==> config.mk <==
export PLATFORM = sky130hd
export DESIGN_NAME = counter_sweep_ctrl
export DESIGN_NICKNAME = d
export VERILOG_FILES = /design/src/rtl/counter_pkg.sv /design/src/rtl/sweep_rep_counter.sv /design/src/rtl/counter_sweep_ctrl.sv
export SDC_FILE = /design/constraint.sdc
export NUM_CORES = 1
export LEC_CHECK = 0
export CORE_MARGIN = 1
export CORE_UTILIZATION = 45
export DETAILED_ROUTE_END_ITERATION = 6
export GPL_TIMING_DRIVEN = 0
export PLACE_DENSITY = 0.74
export SYNTH_ARGS = -nofsm -noshare
export SYNTH_HDL_FRONTEND = slang
export SYNTH_SLANG_ARGS = --single-unit
==> constraint.sdc <==
create_clock -name i_clk -period 3.6 [get_ports i_clk]
set_clock_uncertainty 0.05 [all_clocks]
set_input_delay 1.08 -clock i_clk [delete_from_list [all_inputs] [get_ports i_clk]]
set_output_delay 1.08 -clock i_clk [all_outputs]
set_load 0.02 [all_outputs]
==> src/rtl/counter_pkg.sv <==
// Shared types and defaults for the counter sweep sequencer.
package counter_pkg;

  localparam int N_DEFAULT     = 8;
  localparam int REP_W_DEFAULT = 4;

  typedef enum logic [2:0] {
    ST_IDLE = 3'd0,
    ST_LOAD = 3'd1,
    ST_UP   = 3'd2,
    ST_DOWN = 3'd3,
    ST_DONE = 3'd4
  } state_t;

endpackage

==> src/rtl/sweep_rep_counter.sv <==
// Remaining-periods counter: zero means run forever, one means this is the final period.
module sweep_rep_counter
  import counter_pkg::*;
#(
  parameter int REP_W = REP_W_DEFAULT
) (
  input  logic             clk,
  input  logic             rst,
  input  logic             load,
  input  logic [REP_W-1:0] load_value,
  input  logic             dec,
  output logic             infinite,
  output logic             last
);

  logic [REP_W-1:0] count;

  always_ff @(posedge clk) begin
    if (rst) begin
      count <= '0;
    end else if (load) begin
      count <= load_value;
    end else if (dec && (count != '0)) begin
      count <= count - 1'b1;
    end
  end

  assign infinite = (count == '0);
  assign last     = (count == REP_W'(1));

endmodule

==> src/rtl/counter_sweep_ctrl.sv <==
// Drives an up/down counter through sawtooth or triangle sweeps and checks its result
// against a locally tracked expected value.
module counter_sweep_ctrl
  import counter_pkg::*;
#(
  parameter int N     = N_DEFAULT,
  parameter int REP_W = REP_W_DEFAULT
) (
  input  logic             i_clk,
  input  logic             i_rst,
  input  logic             i_cmd_valid,
  output logic             o_cmd_ready,
  input  logic [N-1:0]     i_cmd_lo,
  input  logic [N-1:0]     i_cmd_hi,
  input  logic             i_cmd_tri,
  input  logic [REP_W-1:0] i_cmd_reps,
  input  logic             i_hold,
  input  logic             i_abort,
  input  logic [N-1:0]     i_result,
  output logic             o_en,
  output logic             o_load,
  output logic             o_dir,
  output logic [N-1:0]     o_data,
  output logic             o_busy,
  output logic             o_done,
  output logic             o_err,
  output state_t           o_state
);

  state_t       state, state_n;
  logic [N-1:0] lo_r, hi_r, expected, exp_n;
  logic         tri_r, err_r;
  logic         accept, reject, mismatch, period_end, saw_end;
  logic         en_c, load_c, dir_c, done_c;
  logic         rep_dec, rep_infinite, rep_last;

  // Command handshake: a command transfers on a cycle where i_cmd_valid and o_cmd_ready are
  // both high; ready is high only in IDLE outside reset, and valid needs no stability rule.
  assign o_cmd_ready = (state == ST_IDLE) && !i_rst;

  always_comb begin
    state_n    = state;
    exp_n      = expected;
    accept     = 1'b0;
    reject     = 1'b0;
    mismatch   = 1'b0;
    period_end = 1'b0;
    en_c       = 1'b0;
    load_c     = 1'b0;
    dir_c      = 1'b0;
    done_c     = 1'b0;
    case (state)
      ST_IDLE: begin
        if (i_cmd_valid && o_cmd_ready) begin
          if (i_cmd_lo < i_cmd_hi) begin
            accept  = 1'b1;
            state_n = ST_LOAD;
          end else begin
            reject = 1'b1;
          end
        end
      end
      ST_LOAD: begin
        if (i_abort) begin
          state_n = ST_IDLE;
        end else begin
          en_c    = 1'b1;
          load_c  = 1'b1;
          exp_n   = lo_r;
          state_n = ST_UP;
        end
      end
      ST_UP: begin
        if (i_abort) begin
          state_n = ST_IDLE;
        end else if (i_result != expected) begin
          mismatch = 1'b1;
          state_n  = ST_IDLE;
        end else if (i_hold) begin
          state_n = ST_UP;
        end else if (i_result != hi_r) begin
          en_c  = 1'b1;
          dir_c = 1'b1;
          exp_n = expected + 1'b1;
        end else if (tri_r) begin
          state_n = ST_DOWN;
        end else begin
          period_end = 1'b1;
        end
      end
      ST_DOWN: begin
        if (i_abort) begin
          state_n = ST_IDLE;
        end else if (i_result != expected) begin
          mismatch = 1'b1;
          state_n  = ST_IDLE;
        end else if (i_hold) begin
          state_n = ST_DOWN;
        end else if (i_result != lo_r) begin
          en_c  = 1'b1;
          exp_n = expected - 1'b1;
        end else begin
          period_end = 1'b1;
        end
      end
      ST_DONE: begin
        done_c  = !i_abort;
        state_n = ST_IDLE;
      end
      default: state_n = ST_IDLE;
    endcase
    // A triangle ends its period at lo, where the counter already sits, so no reload is needed.
    if (period_end) begin
      if (rep_last) begin
        state_n = ST_DONE;
      end else begin
        state_n = tri_r ? ST_UP : ST_LOAD;
      end
    end
  end

  assign rep_dec = period_end && !rep_last && !rep_infinite;
  assign saw_end = period_end && !rep_last && !tri_r;

  sweep_rep_counter #(.REP_W(REP_W)) u_reps (
    .clk       (i_clk),
    .rst       (i_rst),
    .load      (accept),
    .load_value(i_cmd_reps),
    .dec       (rep_dec),
    .infinite  (rep_infinite),
    .last      (rep_last)
  );

  always_ff @(posedge i_clk) begin
    if (i_rst) begin
      state    <= ST_IDLE;
      expected <= '0;
      err_r    <= 1'b0;
      lo_r     <= '0;
      hi_r     <= '0;
      tri_r    <= 1'b0;
    end else begin
      state    <= state_n;
      expected <= exp_n;
      err_r    <= reject || mismatch;
      if (accept) begin
        lo_r  <= i_cmd_lo;
        hi_r  <= i_cmd_hi;
        tri_r <= i_cmd_tri;
      end
    end
  end

  assign o_en    = en_c && !i_rst;
  assign o_load  = load_c && !i_rst;
  assign o_dir   = dir_c && !i_rst;
  assign o_data  = (load_c && !i_rst) ? lo_r : '0;
  assign o_busy  = ((state == ST_LOAD) || (state == ST_UP) || (state == ST_DOWN)) && !i_rst;
  assign o_done  = done_c && !i_rst;
  assign o_err   = err_r && !i_rst;
  assign o_state = i_rst ? ST_IDLE : state;

endmodule

After elaboration in Yosys (flattened, before gate mapping)
Index checks and enable logic that the tools add are counted.
- word-level logic and storage cells: 120
- register bits: 33
- bits of input ports: 34
- add/subtract/negate cells: 3
- order comparisons: 1
- equality and inequality tests: 22
- reduce and logical (&&, ||, !) cells: 26
- mux-type cells: 61
- operator list (kind ; count):
    $mux W8 ; 10
    $mux W3 ; 13
    $mux W1 ; 30
    $ne A8 B8 Y1 ; 3
    $pmux W8 S3 ; 1
    $ne A2 B2 Y1 const B ; 9
    $ne A6 B6 Y1 const B ; 2
    $pmux W3 S4 ; 1
    $logic_and A1 B1 Y1 ; 11
    $reduce_and A10 Y1 ; 1
    $add A8 B1 Y8 const B ; 1
    $lt A8 B8 Y1 ; 1
    $mux W4 ; 2
    $sub A8 B1 Y8 const B ; 1
    $eq A3 B2 Y1 const B ; 2
    $ne A3 B2 Y1 const B ; 2
    $ne A5 B5 Y1 const B ; 1
    $reduce_and A5 Y1 ; 1
    $eq A4 B1 Y1 const B ; 1
    $logic_not A1 Y1 ; 4
    $logic_not A4 Y1 ; 1
    $mux W2 ; 2
    $reduce_bool A4 Y1 ; 1
    $sub A4 B1 Y4 const B ; 1
    other kinds (9) ; 11

Longest topological paths before layout
- word-level depth: 11
- gate-level depth with buffers: 11
- mapped depth without buffers: 10

By module
From an unflattened synthesis, not the netlist that was laid out.
- cell total of the unflattened synthesis: 315
- area total of the unflattened synthesis: 2573.7 µm²
- modules (own cells, without submodules) (module ; area an instance (µm²) ; cells an instance ; times used):
    counter_sweep_ctrl ; 2290.9 ; 284 ; 1
    sweep_rep_counter ; 282.8 ; 31 ; 1

Worst setup path before layout
No wires, ideal clock.
- path kind: input port to output port
- from: in i_result[7]
- to: out o_en
- setup slack: -131 ps
- stages on the path: 6
- data arrival time: 2601 ps
- cells stage by stage: xor2_1 > nor4_1 > nand4_1 > o31a_1 > buf_1 > nor2b_1
- cells in the longest elaborated chain, start to end: 7
- ends and longest elaborated chain (what ; RTL line ; source):
    start: declaration ; counter_sweep_ctrl.sv:19 ; input logic [N-1:0] i_result,
    $ne A8 B8 Y1 (on tied branches) ; counter_sweep_ctrl.sv:99, counter_sweep_ctrl.sv:81 ;
    $mux W1 (on tied branches) ; counter_sweep_ctrl.sv:99, counter_sweep_ctrl.sv:81 ;
    $mux W1 (on tied branches) ; counter_sweep_ctrl.sv:97, counter_sweep_ctrl.sv:79 ;
    $mux W1 (on tied branches) ; counter_sweep_ctrl.sv:94, counter_sweep_ctrl.sv:76 ;
    $mux W1 (on tied branches) ; counter_sweep_ctrl.sv:92, counter_sweep_ctrl.sv:74 ;
    $pmux W1 S3 (*) ; counter_sweep_ctrl.sv:52 ; case (state)
    $logic_and A1 B1 Y1 (*) ; counter_sweep_ctrl.sv:155 ; assign o_en = en_c && !i_rst;
    end: declaration ; counter_sweep_ctrl.sv:20 ; output logic o_en,
Every way passes the cells marked *; elsewhere a longest branch is shown, timed or not.

Final worst setup path
- from: in i_hold
- to: out o_en
- cells in the longest elaborated chain, start to end: 5
- ends and longest elaborated chain (what ; RTL line ; source):
    start: declaration ; counter_sweep_ctrl.sv:17 ; input logic i_hold,
    $mux W1 (on tied branches) ; counter_sweep_ctrl.sv:97, counter_sweep_ctrl.sv:79 ;
    $mux W1 (on tied branches) ; counter_sweep_ctrl.sv:94, counter_sweep_ctrl.sv:76 ;
    $mux W1 (on tied branches) ; counter_sweep_ctrl.sv:92, counter_sweep_ctrl.sv:74 ;
    $pmux W1 S3 (*) ; counter_sweep_ctrl.sv:52 ;
    $logic_and A1 B1 Y1 (*) ; counter_sweep_ctrl.sv:155 ;
Marked as above.

==> reports/qor.txt <==
Post-synthesis net count: 333
Grt met1 use: 32.8%
Syn avg cell area: 8.58 um^2
Die Width: 75.3 um
Fraction of layout cells with a size suffix above 1: 24.2%
Remaining DRCs: 0
Adder-Cell Fraction of Synth Area: 9.11%
Cells after Synth: 282
Clk sinks: 33
Setup Slack @ Placement: -1.38 ns
Synth Area in XOR/XNOR: 11.2%
Min Tclk post-route: 3.56 ns
First-pass GRT wire length: 10.8 mm
Compound-gate portion of the synthesized area: 14.4%
Die area: 5670 um^2
DR WL/cell: 16.8 um
# rows: 26
Ant diodes: 0
Synth top cells by count: nor2_1 (35), dfxtp_1 (33), xnor2_1 (24)
Slowest CP cell: clkdlybuf4s50_1
CTS clk-pin slew, worst paths: 0.07 ns
Setup TNS: 0 ns
Most frequent cell after synthesis: nor2_1
Asr flop ratio synth: 0%
Max IR drop VDD: 0.000201 V
Drt first pass iters: 6
Vias in the first global route: 2,235
Actual slew at the worst max-slew pin: 0.520 ns
Largest stage delay, worst path: 0.40 ns
Mux contribution to synthesized area: 8.69%
Post-synth EDFFs: 0
Port bufs: 51
Cell taking the most area after synthesis: dfxtp_1
Highest Clock Rate: 281 MHz
Filler cell count: 440
Antenna Nets Post-Route: 0
Clock Latency Late Sink: 0.30 ns
1st-iter DRT viols: 271
Die Span Y: 75.3 um
Simple-gate share of the synthesized area: 24.0%
DR vias/cell: 5.68
CP startpoint kind: input pin
Grt peak-use layer: met2
Prevailing post-synth register cell: dfxtp_1
Main area contributors after synthesis: dfxtp_1 (27%), mux2i_1 (8.7%), xnor2_1 (8.7%)
Yosys reg bits: 33
Global-route usage over all layers: 26.4%
Synthesis Warnings: 0
Yosys top cell area share: 27.3%
Tcrit/Tclk final: 98.9%
Starting Density: 47.1%
CTS tree: built
Setup Viol. Count Final: 0
Final WL: 7.36 mm
Max-cap viol count: 0
Post-route setup slack: 0.0409 ns
Via Count: 2,488
Worst slew margin: 65.3%
Crit-path cells: clkdlybuf4s50_1 -> inv_1 -> nand4_1 -> o31a_4 -> nor2b_4 -> buf_6
CP Class: in -> out
Fin. Hold Viols: 0
Max-slew violation count: 0
RSZ-0062 raised after global routing: no
Final Net Count: 418
Largest fanout on the critical path: 3
Worst path required time: 2.47 ns
Outcome: finished, final reports clean
Seq/Total Area, Yosys: 27.3%
Total grt overflow: 0
Min-delay worst type: reg -> reg
Finished Core Util: 67.0%
Layout area overhead: 42.5%
Post-CTS Hold Fix Bufs: 0
Pleak: 0.00145 uW
# IOs: 52
Mapped Area: 2420 um^2
Met2 track demand over resource: 44.6%
GP Congestion: 0.818
Setup crit end kind: output port
Power per standard cell area: 289 nW/um^2
Min Hold Slack: 0.450 ns
Largest net degree at the start of global routing: 14
Crit path DAT: 2.43 ns
Flop2flop setup slack: 0.42 ns
Core Footprint: 5140 um^2
Max clock buf depth: 2
Largest family of logic cells by synthesized area: simple AND/OR/NAND/NOR gates
CTS Buf Count: 5
Initial antenna violation count: 0
H-tree levels: 2
Met3 usage: 6.48%
Root buffer cell: clkbuf_8
Detailed placement HPWL: 4.81 mm
Distinct cells, synth: 54
-- per-layer routing --
metal  part of all wire, %  vias to the layer above
li1                      -                     1170
met1                    42                     1165
met2                    48                      129
met3                   7.3                       24
met4                   2.9                        0
met5                     0                        -
-- metrics by stage --
stage / total power, uW / instances / cell area (um^2)
5_1_grt: 1030 / 438 / 3450
2_1_floorplan: 525 / 282 / 2430
6_report: 998 / 438 / 3450
3_3_place_gp: 604 / 403 / 3030
4_1_cts: 975 / 431 / 3340
3_5_place_dp: 608 / 403 / 3030
-- power by group --
group	switching (uW)	internal, uW	total (uW)
registers	18.1	381	399
logic	117	111	228
clock network	164	207	371
-- cell usage in the layout, fill, tap and decap left out, drive strengths merged, types with 2 or more instances in the layout --
cell           Yosys  final
clkbuf             4     12
ha                16     16
o31ai              2      2
xor2               7      7
o21ai              8      8
and2               8      8
clkdlybuf4s50      0     28
dfxtp             33     33
nand2             12     12
nor2              35     36
nand3              6      6
dlygate4sd2        0      3
xnor2             24     24
a211oi             6      6
a21oi             14     14
nand4              6      6
nor3b              2      2
o21bai             5      5
nor3               6      6
nor2b              8      8
a31o               2      2
mux2i             21     21
nor4               5      5
or4                2      2
nand2b             4      4
o211ai             2      2
inv               17     17
a211o              2      2
buf                6     48
a21o               2      2
o31a               2      2
or3                4      4
-- critical path: cells and delay by family --
family,cells,cell delay (ns)
AOI/OAI and AO/OA,1,0.34
buffers and inverters,3,0.71
and+or+nand+nor,2,0.31
-- logic make-up after synthesis --
group                      after synthesis
DFF                                     33
xor gates and xnor gates                31
and+or+nand+nor                        102
AOI/OAI and AO/OA                       51
adders and majority gates               17
buffers and inverters                   27
muxes                                   21
-- registers in the layout, indices dropped and copies added (netlist names) --
name and flops:
expected 8, hi_r 8, lo_r 8, u_reps.count 4, state 3, err_r 1
tri_r 1
-- repair_timing --
item / in CTS / in global routing
resized for setup: 94 / 24
pin swaps: 10 / 11
gates cloned: 1 / 0
buffers inserted: 20 / 8
setup endpoints to repair: 18 / 10
-- path summary, 6_finish.rpt --
kind	start	to	cells past startpoint
setup / recovery	i_hold	o_en	6
hold / removal	u_reps.count[1]	u_reps.count[1]	2
setup reg to reg	state[2]	state[0]	21
hold reg to reg	u_reps.count[1]	u_reps.count[1]	2
-- area by class of cell --
| type | instances | area (um^2) | area share (%) |
|---|---|---|---|
| clock inverter | 3 | 46.3 | 1.34 |
| inverter | 17 | 63.8 | 1.85 |
| tap | 70 | 87.6 | 2.54 |
| clock buffer | 5 | 68.8 | 2.00 |
| buffer | 9 | 65.1 | 1.89 |
| sequential | 33 | 661 | 19.2 |
| timing repair buffer | 78 | 653 | 19.0 |
| multi-input combinational | 223 | 1800 | 52.3 |
Power figures use the tool's default switching activity.
